--- src/rtl/panel_seq_pkg.sv ---
// Shared definitions for the panel power sequencer: state encoding,
// CSR offsets, CTRL bit positions and per-state output decode.
package panel_seq_pkg;

  typedef enum logic [2:0] {
    ST_OFF    = 3'd0,
    ST_VDD    = 3'd1,
    ST_PD     = 3'd2,
    ST_RST    = 3'd3,
    ST_ON     = 3'd4,
    ST_BLOFF  = 3'd5,
    ST_BROFF  = 3'd6,
    ST_VDDOFF = 3'd7
  } state_e;

  localparam logic [4:0] OFS_CTRL = 5'd0;
  localparam logic [4:0] OFS_T_UP = 5'd1;
  localparam logic [4:0] OFS_T_DN = 5'd2;

  localparam int CTRL_ON_REQ    = 0;
  localparam int CTRL_BUSY      = 4;
  localparam int CTRL_IRQ_EN    = 6;
  localparam int CTRL_IRQ_PEND  = 7;

  // Pin pattern per state, packed as {vdd, pd_n, rst_n, bklt_en, pwm_gate}.
  function automatic logic [4:0] outs_for(input state_e s);
    case (s)
      ST_VDD:    outs_for = 5'b10000;
      ST_PD:     outs_for = 5'b11000;
      ST_RST:    outs_for = 5'b11100;
      ST_ON:     outs_for = 5'b11111;
      ST_BLOFF:  outs_for = 5'b11100;
      ST_BROFF:  outs_for = 5'b10000;
      default:   outs_for = 5'b00000;
    endcase
  endfunction

  function automatic logic is_timed(input state_e s);
    is_timed = (s != ST_OFF) && (s != ST_ON);
  endfunction

  function automatic logic is_up_step(input state_e s);
    is_up_step = (s == ST_VDD) || (s == ST_PD) || (s == ST_RST);
  endfunction

endpackage

--- src/rtl/panel_seq_timer.sv ---
// Step timer: ce_tick prescaler feeding an 8-bit down-counter that
// saturates at zero; done is high while the count is zero.
module panel_seq_timer #(
  parameter int PRESC_DIV = 32
) (
  input  logic       clk,
  input  logic       rst,
  input  logic       i_ce_tick,
  input  logic       i_load,
  input  logic [7:0] i_value,
  output logic       o_done
);

  localparam int PW = (PRESC_DIV > 1) ? $clog2(PRESC_DIV) : 1;
  localparam logic [PW-1:0] PRESC_LAST = PW'(PRESC_DIV - 1);

  logic [PW-1:0] r_presc;
  logic [7:0]    r_cnt;

  // Prescaler and step counter; a load restarts both.
  always_ff @(posedge clk) begin
    if (rst) begin
      r_presc <= '0;
      r_cnt   <= 8'd0;
    end else if (i_load) begin
      r_presc <= '0;
      r_cnt   <= i_value;
    end else if (i_ce_tick) begin
      if (r_presc == PRESC_LAST) begin
        r_presc <= '0;
        if (r_cnt != 8'd0) begin
          r_cnt <= r_cnt - 8'd1;
        end
      end else begin
        r_presc <= r_presc + {{(PW-1){1'b0}}, 1'b1};
      end
    end
  end

  assign o_done = (r_cnt == 8'd0);

endmodule

--- src/rtl/panel_seq.sv ---
// Timed eDP/LVDS panel power sequencer with CSR interface.
// Optional completion interrupt enabled by defining PANEL_SEQ_IRQ_EN.
module panel_seq
  import panel_seq_pkg::*;
#(
  parameter logic [4:0] BASE_ADDR = 5'h1c,
  parameter logic [7:0] DFL_T_UP  = 8'd10,
  parameter logic [7:0] DFL_T_DN  = 8'd10,
  parameter int         PRESC_DIV = 32
) (
  input  logic       clk,
  input  logic       rst,
  input  logic [4:0] csr_a,
  input  logic [7:0] csr_di,
  input  logic       csr_we,
  output logic [7:0] csr_do,
  input  logic       ce_tick,
  output logic       lcd_vdd_en,
  output logic       ptn_pd_n,
  output logic       ptn_rst_n,
  output logic       bklt_en,
  output logic       pwm_gate,
  output logic       irq
);

  localparam logic [4:0] A_CTRL = BASE_ADDR + OFS_CTRL;
  localparam logic [4:0] A_T_UP = BASE_ADDR + OFS_T_UP;
  localparam logic [4:0] A_T_DN = BASE_ADDR + OFS_T_DN;

  state_e     r_state;
  state_e     w_state_next;
  logic       r_on_req;
  logic [7:0] r_t_up;
  logic [7:0] r_t_dn;
  logic [4:0] r_outs;
  logic       w_done;
  logic       w_load;
  logic       w_busy;
  logic       w_wr_ctrl;
  logic [7:0] w_ctrl_rd;

  assign w_wr_ctrl = csr_we && (csr_a == A_CTRL);
  assign w_busy    = (r_state != ST_OFF) && (r_state != ST_ON);
  assign w_load    = (w_state_next != r_state) && is_timed(w_state_next);

  panel_seq_timer #(
    .PRESC_DIV (PRESC_DIV)
  ) u_timer (
    .clk       (clk),
    .rst       (rst),
    .i_ce_tick (ce_tick),
    .i_load    (w_load),
    .i_value   (is_up_step(w_state_next) ? r_t_up : r_t_dn),
    .o_done    (w_done)
  );

  // Next state; a dropped request aborts power-up straight to bridge-off.
  always_comb begin
    w_state_next = r_state;
    case (r_state)
      ST_OFF:    if (r_on_req) w_state_next = ST_VDD;    else w_state_next = ST_OFF;
      ST_VDD:    if (!r_on_req) w_state_next = ST_BROFF; else if (w_done) w_state_next = ST_PD;  else w_state_next = ST_VDD;
      ST_PD:     if (!r_on_req) w_state_next = ST_BROFF; else if (w_done) w_state_next = ST_RST; else w_state_next = ST_PD;
      ST_RST:    if (!r_on_req) w_state_next = ST_BROFF; else if (w_done) w_state_next = ST_ON;  else w_state_next = ST_RST;
      ST_ON:     if (!r_on_req) w_state_next = ST_BLOFF; else w_state_next = ST_ON;
      ST_BLOFF:  if (w_done) w_state_next = ST_BROFF;    else w_state_next = ST_BLOFF;
      ST_BROFF:  if (w_done) w_state_next = ST_VDDOFF;   else w_state_next = ST_BROFF;
      ST_VDDOFF: if (w_done) w_state_next = ST_OFF;      else w_state_next = ST_VDDOFF;
      default:   w_state_next = ST_OFF;
    endcase
  end

  // State, pin outputs and CSR fields.
  always_ff @(posedge clk) begin
    if (rst) begin
      r_state  <= ST_OFF;
      r_outs   <= 5'b00000;
      r_on_req <= 1'b0;
      r_t_up   <= DFL_T_UP;
      r_t_dn   <= DFL_T_DN;
    end else begin
      r_state <= w_state_next;
      r_outs  <= outs_for(w_state_next);
      if (w_wr_ctrl) r_on_req <= csr_di[CTRL_ON_REQ];
      if (csr_we && (csr_a == A_T_UP)) r_t_up <= csr_di;
      if (csr_we && (csr_a == A_T_DN)) r_t_dn <= csr_di;
    end
  end

  assign {lcd_vdd_en, ptn_pd_n, ptn_rst_n, bklt_en, pwm_gate} = r_outs;

`ifdef PANEL_SEQ_IRQ_EN
  logic r_irq_en;
  logic r_irq_pend;
  logic r_irq;
  logic w_en_next;
  logic w_pend_next;

  // Interrupt fields; a completion event in the same cycle beats the w1c.
  always_comb begin
    w_en_next   = r_irq_en;
    w_pend_next = r_irq_pend;
    if (w_wr_ctrl) begin
      w_en_next = csr_di[CTRL_IRQ_EN];
      if (csr_di[CTRL_IRQ_PEND]) w_pend_next = 1'b0;
      else                       w_pend_next = r_irq_pend;
    end else begin
      w_en_next = r_irq_en;
    end
    if ((w_state_next != r_state) && ((w_state_next == ST_ON) || (w_state_next == ST_OFF))) begin
      w_pend_next = 1'b1;
    end else begin
      w_pend_next = w_pend_next;
    end
  end

  // Interrupt registers; irq is registered from the next-cycle field values.
  always_ff @(posedge clk) begin
    if (rst) begin
      r_irq_en   <= 1'b0;
      r_irq_pend <= 1'b0;
      r_irq      <= 1'b0;
    end else begin
      r_irq_en   <= w_en_next;
      r_irq_pend <= w_pend_next;
      r_irq      <= w_en_next & w_pend_next;
    end
  end

  assign irq       = r_irq;
  assign w_ctrl_rd = {r_irq_pend, r_irq_en, 1'b0, w_busy, r_state, r_on_req};
`else
  assign irq       = 1'b0;
  assign w_ctrl_rd = {2'b00, 1'b0, w_busy, r_state, r_on_req};
`endif

  // Read mux; zero when not addressed so it can be OR-ed onto the bus.
  always_comb begin
    csr_do = 8'h00;
    if (csr_a == A_CTRL)      csr_do = w_ctrl_rd;
    else if (csr_a == A_T_UP) csr_do = r_t_up;
    else if (csr_a == A_T_DN) csr_do = r_t_dn;
    else                      csr_do = 8'h00;
  end

endmodule

--- config.mk ---
export PLATFORM = sky130hd
export DESIGN_NAME = panel_seq
export DESIGN_NICKNAME = d
export VERILOG_FILES = /design/src/rtl/panel_seq_pkg.sv /design/src/rtl/panel_seq_timer.sv /design/src/rtl/panel_seq.sv
export SDC_FILE = /design/constraint.sdc
export NUM_CORES = 1
export LEC_CHECK = 0
export ABC_AREA = 1
export CORE_ASPECT_RATIO = 0.6
export CORE_MARGIN = 5
export CORE_UTILIZATION = 49
export CTS_CLUSTER_SIZE = 14
export DETAILED_ROUTE_END_ITERATION = 8
export PLACE_DENSITY = 0.79
export RECOVER_POWER = 100
export SKIP_CTS_REPAIR_TIMING = 1
export SLEW_MARGIN = 20
export SYNTH_ARGS = -nofsm -noshare
export SYNTH_HDL_FRONTEND = slang
export SYNTH_SLANG_ARGS = --single-unit
--- constraint.sdc ---
create_clock -name clk -period 1.9 [get_ports clk]
set_clock_uncertainty 0.1 [all_clocks]
set_input_delay 0.285 -clock clk [delete_from_list [all_inputs] [get_ports clk]]
set_output_delay 0.285 -clock clk [all_outputs]
set_load 0.005 [all_outputs]
==> reports/results.txt, run 1 <==
Final Cycle Share - 108%
Post-route ant nets - 0
Critical path launch point type - register
First-pass GRT wire length - 9.92 mm
Sw power - 2110 uW
R2r setup slk - -0.16 ns
Clk sinks - 37
1st-iter DRT viols - 219
H-Tree Depth - 2
Number of flops mapped to enable cells by yosys - 0
Final WL - 6.32 mm
Chip height - 62.1 um
P_leak - 0.00158 uW
Reg2reg end - u_timer.r_cnt[7]
PnR Total Power - 4830 uW
Sw frac - 43.7%
FP Rows - 18
Seq pwr share - 20.7%
Commonest cells post-synth - nand2_1, nor2_1, dfxtp_1
Pwr per Cell Area - 1540 mW/mm^2
Hold Startpoint - r_t_dn[4]
Avg Inst Size Synth - 6.72 sq um
CTS tree - built
Reg2reg path depth - 18
YS warnings - 0
Clk buf depth - 2
HPWL after DPL - 4.44 mm
P_int - 2720 uW
Clock share of power - 15.2%
Final WS setup - -0.158 ns
Layout net count - 423
Class of the worst hold path - reg -> reg
Failing checks - setup timing
Global-route usage over all layers - 20.0%
Register area share after synthesis - 33.4%
Post-Syn Instances - 330
Top FF cell, synth - dfxtp_1
Pin count of the biggest net entering global routing - 25
Unrepaired setup endpoints after global routing - yes
Die area - 0.00601 sq mm
WHS - 0.372 ns
PortBufs - 29
Synthesis-to-finish area growth - 41.5%
Crit path required time - 2.01 ns
Critical Path Sink Type - register
Max cap viols - 0
Fin. max-slew vios - 0
R2R Path Start - u_timer.r_cnt[0]
Peak fanout along the critical path - 8
Combinational Power Share - 64.2%
Io pins - 31
Crit path DAT - 2.17 ns
IR drop worst, VDD - 0.000783 V
Antenna Cells - 0
Critical path origin - u_timer.r_cnt[0]
Netlist Area Pre-Place - 0.00222 sq mm
Final Setup Violations - 16
Total grt overflow - 0
Min cycle time layout - 2.06 ns
Outcome - finished, violations left
Core Footprint - 0.00423 sq mm
Hold depth - 2
Initial Util - 52.4%
Routability cong. - 0.870
Die width - 96.8 um
Vias per std cell - 5.20
Synth unique cells - 36
Max Clk Rate - 486 MHz
Drt first pass iters - 4
Crit Path Category - reg -> reg
Most numerous cell in the Yosys netlist - nand2_1
Vias in the first global route - 2119
CP endpoint - u_timer.r_cnt[7]
Synth top area cells - dfxtp_1, nand2_1, nor2_1
Ys async rst share - 0%
Place WS - -0.536 ns
Drt wl/cell - 13.6 um
Yosys reg bits - 37
Layout fillers - 368
Remaining DRCs - 0
Clock-pin slew on the worst setup and hold paths - 0.08 ns
Via count - 2408
Initial antenna violation count - 0
Clk_lat worst skew - 0.30 ns
Area leader, netlist - dfxtp_1
Final core utilization - 74.1%
Fin. Hold Viols - 0
Share of cells above drive strength 1 - 27.5%
Clk root buf - clkbuf_8
Syn_nets - 351
CTS buffer count - 5
Synth top area share - 33.4%
-- registers in the layout (all words and copies together) (netlist names) --
| name | count |
|---|---|
| r_on_req | 1 |
| r_t_dn | 8 |
| u_timer.r_cnt | 8 |
| r_state | 3 |
| r_t_up | 8 |
| u_timer.r_presc | 5 |
| r_outs | 4 |
-- layout make-up --
| class | instances | area (sq um) | area share [%] |
|---|---|---|---|
| multi-input cells | 234 | 1320 | 42.1 |
| flip-flops and latches | 37 | 743 | 23.7 |
| repair buffers | 77 | 698 | 22.2 |
| inverters | 47 | 179 | 5.70 |
| clock buffers | 6 | 82.6 | 2.63 |
| well taps | 60 | 75.1 | 2.39 |
| clock inverters | 2 | 37.5 | 1.20 |
-- power groups by stage --
stage	registers [uW]	clock network [uW]	logic, uW
floorplan	991	0	1750
global placement	1010	0	2680
detailed placement	1010	0	2750
CTS	994	744	2770
global route	1010	775	3400
finish	997	732	3100
-- per-layer routing --
layer / GRT usage (%) / vias to the layer above / share of wire (%)
li1: - / 1209 / -
met1: 29.2 / 1114 / 48
met2: 29.0 / 81 / 44
met3: 5.35 / 4 / 6.7
met4: 4.73 / 0 / 0.67
met5: 0 / - / 0
-- critical path: stages (launching register included) --
cell and delay (ns):
dfxtp_2 0.33, inv_2 0.07, ha_4 0.16, inv_1 0.05
nor2_2 0.12, nand2_4 0.11, nand2_2 0.08, nand2_2 0.06
nor2_4 0.12, nand2_4 0.07, nand2_4 0.10, nand2_4 0.06
nand3_4 0.09, nand2_8 0.09, buf_4 0.15, nand2_2 0.05
nand2_1 0.05, nor2_1 0.08, nor2_1 0.04
-- layout by cell type (no fill, tap or decap), types with 6 or more instances in the layout --
master,instances
nand3_1,23
dlymetal6s2s_1,10
a21oi_1,17
buf_4,43
nand2_2,8
dfxtp_1,35
inv_2,14
clkdlybuf4s50_1,11
o21ai_0,21
nor2_2,6
nor2_1,33
clkbuf_8,6
inv_1,30
nand2_1,70
-- logic make-up (layout without fill, tap and decap cells) --
logic type / count (synthesis) / after routing / share of synthesized area, %
fa+ha+maj: 4 / 4 / 2.26
flops: 37 / 37 / 33.4
buf+inv: 59 / 132 / 10.9
other cells: 1 / 1 / 0.169
compound gates: 57 / 57 / 14.6
simple gates: 166 / 166 / 36.3
xor+xnor: 6 / 6 / 2.37
-- metrics by stage --
stage	setup TNS [ns]	cell area, sq um	instances
floorplan	0	2220	330
global placement	-6.14	2890	453
detailed placement	-8.72	2890	453
CTS	-6.48	3010	461
global route	-3.91	3140	463
finish	-1.50	3140	463
-- worst min-delay path by stage --
stage	to	slack, ns
after global placement	r_t_dn[4]	0.35
after CTS	r_t_dn[4]	0.37
final	r_t_dn[4]	0.37
after detailed placement	r_t_dn[4]	0.36
after global routing	r_t_dn[4]	0.41
after floorplan	r_t_dn[1]	0.31
No activity file was read; power rests on OpenSTA's default activity.
==> run 2: changes to the inputs <==
- CORE_MARGIN: 5 -> not set
- GPL_ROUTABILITY_DRIVEN: not set -> 0
- GPL_TIMING_DRIVEN: not set -> 0
==> run 2 against run 1 <==
The run still ends with setup timing left. Die area down 20%. Wire length shrank 2.9%. First-iteration DRC count down 7.3%. Maximum frequency fell by 2.5%. Utilization decreased by 1.5 points. Global-route usage is 5.4 points higher. Via count fell by 1.0%. Critical path type unchanged.
==> reports/results.txt, run 2 (synthesis gave the netlist of run 1 again) <==
Layout net count - 410
Pwr per Cell Area - 1530 mW/mm^2
Clock-pin slew on the worst setup and hold paths - 0.08 ns
Vias in the first global route - 1987
Die area - 0.00481 sq mm
Share of cells above drive strength 1 - 29.0%
Hold Startpoint - rst
Crit path DAT - 2.20 ns
H-Tree Depth - 2
Max cap viols - 0
Io pins - 31
Most common cell after layout, fill and taps aside - nand2_1
Crit path required time - 1.99 ns
Class of the worst hold path - in -> reg
Hold depth - 2
Slew headroom - 61.3%
P_leak - 0.00149 uW
Initial antenna violation count - 0
Critical path origin - u_timer.r_cnt[0]
CTS buffer count - 5
Global-route usage over all layers - 25.4%
Critical Path Sink Type - register
Placed Instances - 417
Reg2reg path depth - 16
Fin. Hold Viols - 0
Vias per std cell - 5.31
Drt first pass iters - 5
First-pass GRT wire length - 8.99 mm
Synthesis-to-finish area growth - 37.9%
FP Rows - 18
Initial Util - 52.6%
Fin. max-slew vios - 0
Setup_tns - -2.37 ns
Total grt overflow - 0
Chip height - 54.1 um
Core Footprint - 0.00421 sq mm
Via count - 2383
Min cycle time layout - 2.11 ns
Largest regs - r_t_dn: 8 flops, r_t_up: 8 flops, u_timer.r_cnt: 8 flops
Fin cells - 449
Clk buf depth - 2
Final Setup Violations - 14
1st-iter DRT viols - 203
Final Cycle Share - 111%
Post-route ant nets - 0
Final WL - 6.13 mm
Die width - 88.8 um
HPWL after DPL - 4.16 mm
Unrepaired setup endpoints after global routing - yes
Crit Path Category - reg -> reg
Final WS setup - -0.212 ns
Pin count of the biggest net entering global routing - 11
Max Clk Rate - 474 MHz
Clk_lat worst skew - 0.29 ns
Outcome - finished, violations left
Clk root buf - clkbuf_8
Clk sinks - 37
Most frequent cells in the layout - nand2_1, dfxtp_1, nor2_1, inv_1, buf_4
Drt wl/cell - 13.7 um
R2R Path Start - u_timer.r_cnt[0]
IR drop worst, VDD - 0.000624 V
Least-Margin Pin Slew - 0.572 ns
Remaining DRCs - 0
Failing checks - setup timing
Critical path launch point type - register
CTS tree - built
Peak fanout along the critical path - 6
PortBufs - 27
Antenna Cells - 0
[run 2: cell types whose count changed in the layout (fill, tap and decap cells not counted), sizes merged]
cell / previous run / this run
buf: 47 / 27
clkdlybuf4s50: 11 / 9
clkbuf: 8 / 19
clkinv: 2 / 1
dlymetal6s2s: 10 / 9
clkinvlp: 1 / 2
bufinv: 1 / 0
clkdlybuf4s25: 1 / 0
[run 2: final cells by class]
type                    instances  area, sq um
plain buffers                  12         70.1
clock buffers                   7         86.3
fillers                       341         1150
inverters                      47          190
multi-input cells             234         1400
flip-flops and latches         37          747
well taps                      60         75.1
repair buffers                 51          487
repair inverters                1         7.51
[run 2: final timing paths]
| kind | end | slack (ns) |
|---|---|---|
| setup / recovery | u_timer.r_cnt[3] | -0.21 |
| hold / removal | r_state[1] | 0.26 |
| setup reg to reg | u_timer.r_cnt[3] | -0.21 |
| hold reg to reg | r_t_up[5] | 0.38 |
[run 2: per-layer routing]
metal,vias to the layer above,GRT usage [%],wire length [um]
li1,1181,-,-
met1,1110,35.4,2860
met2,86,40.0,2740
met3,6,5.21,459
met4,0,7.26,65
met5,-,0,0
[run 2: critical path, stage by stage (launching register included)]
cell	delay [ns]
dfxtp_2	0.33
inv_2	0.08
ha_4	0.17
nand3_4	0.07
nor2_4	0.21
nand2_1	0.10
nand2_2	0.09
nor2_4	0.04
nand2_4	0.07
nand2_4	0.07
nand2_4	0.08
nand3_4	0.10
buf_4	0.16
nand3_1	0.10
nand2_1	0.07
nor2_1	0.10
nor2_1	0.06
[run 2: per-stage QoR]
| step | area [sq um] | power, uW | setup WS [ns] | utilization, % | hold WS [ns] |
|---|---|---|---|---|---|
| 3_3_place_gp | 2570 | 3140 | -0.612 | 61.0 | 0.358 |
| 5_1_grt | 3060 | 4980 | -0.315 | 72.6 | 0.258 |
| 4_1_cts | 2650 | 3760 | -0.628 | 63.0 | 0.241 |
| 2_1_floorplan | 2220 | 2740 | 0.00908 | - | 0.311 |
| 6_report | 3060 | 4680 | -0.212 | 72.6 | 0.257 |
| 3_5_place_dp | 2570 | 3200 | -0.623 | 61.0 | 0.368 |
[run 2: power by group]
part           leakage [uW]  switching [uW]  total, uW  internal (uW)
Clock             0.0000443             279        567            288
Sequential         0.000303             105       1010            909
Combinational       0.00115            1770       3100           1330
Total               0.00149            2150       4680           2530
